`src/rtl/tt_scan_pkg.sv`:
```
// Shared types and constants for the truth-table scanner.
//   tt_state_t : scanner FSM states
//   AND_OR_TT  : golden table of the lab AND-OR cell (Y = ab | cd), index {a,b,c,d}
//   NVEC       : number of input vectors of a 4-input network
package tt_scan_pkg;

    typedef enum logic [1:0] {
        ST_IDLE   = 2'd0,
        ST_SETTLE = 2'd1,
        ST_SAMPLE = 2'd2,
        ST_DONE   = 2'd3
    } tt_state_t;

    localparam logic [15:0] AND_OR_TT = 16'hF888;
    localparam int          NVEC      = 16;

endpackage

```
`src/rtl/truth_table_scanner.sv`:
```
// Exhaustive tester for a 4-input combinational network. It steps through all
// 16 input vectors, lets each one settle, samples the device output and
// builds a truth table, which it compares against a golden table.
//
// Parameters:
//   SETTLE    settle cycles per vector before the sample cycle (1..15)
//   EXPECTED  golden truth table, bit index {a,b,c,d}
// Ports:
//   clk        clock, rising edge
//   rst_n      asynchronous active-low reset
//   start      begin a scan (accepted only in IDLE)
//   busy       scan in progress
//   done       one-cycle pulse, results valid
//   a,b,c,d    registered vector driven to the device (a = MSB)
//   y          device output
//   tt         captured truth table
//   match      tt == EXPECTED, valid from done until the next start
//   err_count  number of mismatching vectors (0..16)
//   first_err  lowest mismatching index (0 when err_count == 0)
module truth_table_scanner
    import tt_scan_pkg::*;
#(
    parameter int unsigned SETTLE   = 2,
    parameter logic [15:0] EXPECTED = AND_OR_TT
) (
    input  logic        clk,
    input  logic        rst_n,
    input  logic        start,
    output logic        busy,
    output logic        done,
    output logic        a,
    output logic        b,
    output logic        c,
    output logic        d,
    input  logic        y,
    output logic [15:0] tt,
    output logic        match,
    output logic [4:0]  err_count,
    output logic [3:0]  first_err
);

    localparam logic [3:0] CNT_RELOAD = 4'(SETTLE - 1);
    localparam logic [3:0] IDX_LAST   = 4'(NVEC - 1);

    tt_state_t   state_q, state_d;
    logic [3:0]  idx_q, idx_d;
    logic [3:0]  cnt_q, cnt_d;
    logic [15:0] tt_q, tt_d;
    logic [4:0]  err_q, err_d;
    logic [3:0]  ferr_q, ferr_d;
    logic        match_q, match_d;
    logic        done_q, done_d;

    always_ff @(posedge clk or negedge rst_n) begin
        if (!rst_n) begin
            state_q <= ST_IDLE;
            idx_q   <= '0;
            cnt_q   <= '0;
            tt_q    <= '0;
            err_q   <= '0;
            ferr_q  <= '0;
            match_q <= 1'b0;
            done_q  <= 1'b0;
        end else begin
            state_q <= state_d;
            idx_q   <= idx_d;
            cnt_q   <= cnt_d;
            tt_q    <= tt_d;
            err_q   <= err_d;
            ferr_q  <= ferr_d;
            match_q <= match_d;
            done_q  <= done_d;
        end
    end

    always_comb begin
        state_d = state_q;
        idx_d   = idx_q;
        cnt_d   = cnt_q;
        tt_d    = tt_q;
        err_d   = err_q;
        ferr_d  = ferr_q;
        match_d = match_q;
        done_d  = 1'b0;

        unique case (state_q)
            ST_IDLE: begin
                if (start) begin
                    tt_d    = '0;
                    err_d   = '0;
                    ferr_d  = '0;
                    match_d = 1'b0;
                    idx_d   = '0;
                    cnt_d   = CNT_RELOAD;
                    state_d = ST_SETTLE;
                end
            end

            ST_SETTLE: begin
                if (cnt_q == 4'd0) state_d = ST_SAMPLE;
                else               cnt_d   = cnt_q - 4'd1;
            end

            ST_SAMPLE: begin
                tt_d[idx_q] = y;
                if (y != EXPECTED[idx_q]) begin
                    err_d = err_q + 5'd1;
                    if (err_q == 5'd0) ferr_d = idx_q;
                end
                if (idx_q == IDX_LAST) begin
                    // idx doubles as the vector register, so parking it at 0
                    // returns a..d to 0 for DONE/IDLE.
                    idx_d   = '0;
                    state_d = ST_DONE;
                end else begin
                    idx_d   = idx_q + 4'd1;
                    cnt_d   = CNT_RELOAD;
                    state_d = ST_SETTLE;
                end
            end

            ST_DONE: begin
                // done and match are registered out of DONE so both are valid
                // in the same cycle; start in DONE is dropped, so the earliest
                // restart lands on the done cycle itself.
                match_d = (err_q == 5'd0);
                done_d  = 1'b1;
                state_d = ST_IDLE;
            end

            default: state_d = ST_IDLE;
        endcase
    end

    assign busy         = (state_q == ST_SETTLE) || (state_q == ST_SAMPLE);
    assign done         = done_q;
    assign {a, b, c, d} = idx_q;
    assign tt           = tt_q;
    assign match        = match_q;
    assign err_count    = err_q;
    assign first_err    = ferr_q;

endmodule

```
`config.mk`:
```
export PLATFORM = sky130hd
export DESIGN_NAME = truth_table_scanner
export DESIGN_NICKNAME = d
export VERILOG_FILES = /design/src/rtl/tt_scan_pkg.sv /design/src/rtl/truth_table_scanner.sv
export SDC_FILE = /design/constraint.sdc
export NUM_CORES = 1
export LEC_CHECK = 0
export ABC_AREA = 1
export CORE_MARGIN = 1
export CORE_UTILIZATION = 50
export DETAILED_ROUTE_END_ITERATION = 16
export PLACE_DENSITY = 0.83
export RECOVER_POWER = 25
export SYNTH_ARGS = -nofsm -noshare
export SYNTH_HDL_FRONTEND = slang
export SYNTH_SLANG_ARGS = --single-unit
```
`constraint.sdc`:
```
create_clock -name clk -period 2.03 [get_ports clk]
set_input_delay 0.406 -clock clk [delete_from_list [all_inputs] [get_ports clk]]
set_output_delay 0.406 -clock clk [all_outputs]
set_load 0.1 [all_outputs]
```
==> out/results.tsv <==
metric	value	unit
outcome	completed	
setup_viol	0	
synthMuxAreaShare	0	
num_rows	23	
leakagePower	1.301	nW
synth-xor-area-share	0.01234	
yosys_register_bits	37	
synth_top_area_cell	dfrtp_1	
synthTopCellsByCount	52 x nand2_1, 38 x inv_1, 37 x dfrtp_1, 21 x nand3_1, 15 x a21oi_1	
port_buffers	35	
required	2.22	ns
fmax	0.5529	GHz
cts-root-buf	clkbuf_8	
synth_most_common_cell	nand2_1	
clock-sinks	37	
final_cells	340	
synthesis.nets	267	
cp_top_family	simple AND/OR/NAND/NOR gates	
final_max_slew_viol_count	0	
path_class	flip-flop to flip-flop	
grt_start_max_net_pins	26	
design.core.area	4058	µm²
syn_area	2130	µm²
vias_per_cell	5.062	
crit_top_cell	nand2_1	
rsz0062_at_grt	false	
async_flop_share	1.000	
synth_top_flop_cell	dfrtp_1	
cts_max_level	2	
final_antenna_net_count	0	
place.gp.congestion	0.8486	
finClkSkew	0.006865	ns
grt_remaining_overflow	0	
max_stage_delay	0.43	ns
via_count	1721	
min_period	1.809	ns
crit_path_end_kind	flip-flop	
hpwl	3.026	mm
diodes	0	
wl_per_cell	12.21	µm
die_w	67.26	µm
drc	0	
seq_power_share	0.265	
die_y	67.26	µm
syn_area_per_cell	8.552	µm²
ys_types	30	
synth_adder_area_share	0.08226	
setup_tns	0	ns
pre_cts_ws	0.1370	ns
slew_headroom	0.6036	
p_comb_frac	0.602	
initial_utilization	0.5248	
clkPwrFrac	0.134	
cp_slowest_cell	dfrtp_1	
power_density	1475	nW/µm²
clock_latency	0.30	ns
die_area	4524	µm²
synth_compound_area_frac	0.1434	
synth_edf_count	0	
fillers	327	
drtIter0Drc	103	
arrival	2.00	ns
grt_pass1_vias	1553	
min_period_over_period	0.8909	
cts-buffers-inserted	5	
whs	0.4770	ns
switching_share	0.5366	
dp_cells	331	
p_total	3.812	mW
gr-usage-all-layers	0.2050	
synthTopCellsByArea	dfrtp_1 43%, nand2_1 9.2%, ha_1 8.2%	
setup_ws	0.2214	ns
hold_viol_final	0	
ys_warn_count	0	
cts_tree	yes	
cts_max_path_buffers	2	
first_pass_iters	4	
synth_top_family_by_area	simple AND/OR/NAND/NOR gates	
io_pins	36	
cp_cell_sequence	inv_1, ha_1, inv_2, nor2_8, a21oi_4, nand3_1, nand2_1, nand2_1	
ys_seq_area_frac	0.4348	
crit_fanout	15	
drive_above_1_share	0.2138	
synth-simple-area-share	0.2197	
p_sw	2.046	mW
cap_violations	0	
antenna_found_initial	0	
path_clk_slew	0.08	ns
power.internal	1.767	mW
syn_inst	249	
synth.top_cell.area_share	0.4348	
grt_pass1_wl	6.900	mm
worst_hold_path_type	flip-flop to flip-flop	
area_delta_synth_final	21.39	%
wirelength	4.152	mm
worstMarginPinSlew	0.5946	ns
nNetsFinal	307	
crit_buf_inv	2	
vdd_drop_max	1.050	mV
cp-start-kind	flip-flop	
power groups by stage:
stage | Sequential [mW] | Clock, mW | Combinational (mW)
2_1_floorplan | 1.60 | 0 | 1.25
3_3_place_gp | 1.02 | 0 | 2.26
3_5_place_dp | 1.02 | 0 | 2.29
4_1_cts | 1.01 | 0.513 | 2.30
5_1_grt | 1.03 | 0.545 | 2.49
6_report | 1.01 | 0.510 | 2.29
area by class of cell:
| class | instances | area (µm²) | share of cell area |
|---|---|---|---|
| sequential | 37 | 929.6 | 0.3596 |
| timing repair buffer | 41 | 381.6 | 0.1476 |
| multi-input combinational | 163 | 974.7 | 0.3771 |
| inverter | 41 | 156.4 | 0.06050 |
| clock buffer | 8 | 80.08 | 0.03098 |
| tap | 50 | 62.56 | 0.02420 |
worst paths after layout:
| check | start | endpoint | slack (ns) | depth (start not counted) |
|---|---|---|---|---|
| max | state_q[0] | first_err[1] | 0.22 | 8 |
| max in group asynchronous | rst_n | idx_q[1] | 0.65 | 3 |
| min in group asynchronous | rst_n | first_err[3] | 0.61 | 2 |
| min | first_err[3] | first_err[3] | 0.48 | 2 |
| max reg2reg | state_q[0] | first_err[1] | 0.22 | 8 |
| min reg2reg | first_err[3] | first_err[3] | 0.48 | 2 |
worst register-to-register path: stages (launching register included):
cell and delay [ns]:
dfrtp_1 0.43, inv_1 0.11, ha_1 0.24, inv_2 0.14
nor2_8 0.07, a21oi_4 0.34, nand3_1 0.23, nand2_1 0.10
nand2_1 0.05
repair_timing:
item,4_1_cts,5_1_grt
setup buffers,0,0
hold endpoints to repair,10,0
gates resized for setup,0,0
hold buffers,1,0
metrics by stage:
stage	util	instance area [µm²]
floorplan	-	2133
global placement	0.6164	2501
detailed placement	0.6164	2501
CTS	0.6386	2591
global route	0.6371	2585
finish	0.6371	2585
metal layers:
layer	track usage	part of all wire	wire [µm]	up-vias
li1	-	-	-	892
met1	0.2743	0.49	2029	780
met2	0.3138	0.45	1871	40
met3	0.05574	0.044	181	9
met4	0.07979	0.017	70	0
met5	0	0	0	-
cells in the final DEF, fill, tap and decap left out, types with 3 or more instances in the layout:
| cell type | instances |
|---|---|
| clkbuf_1 | 4 |
| buf_4 | 29 |
| buf_12 | 6 |
| inv_1 | 38 |
| o22ai_1 | 11 |
| xor2_1 | 3 |
| nand3_1 | 21 |
| ha_1 | 14 |
| a21oi_1 | 15 |
| o21ai_0 | 13 |
| nor2_1 | 6 |
| nand2_2 | 3 |
| dfrtp_2 | 3 |
| dfrtp_1 | 34 |
| o31ai_1 | 3 |
| nand2_1 | 52 |
| clkbuf_8 | 5 |
| nand4_1 | 6 |
cells by family (layout without fill, tap and decap cells):
kind of cell	Yosys count	count (layout)
xor+xnor	3	3
compound gates	50	50
flops	37	37
fa+ha+maj	14	14
simple gates	96	96
buf+inv	49	90
state kept, by name, summed over array words and instances, names as in the netlist:
register	cells
cnt_q	4
done	1
err_count	5
first_err	4
state_q	2
tt	16
idx_q	4
match	1
(Power assumes the default switching activity.)
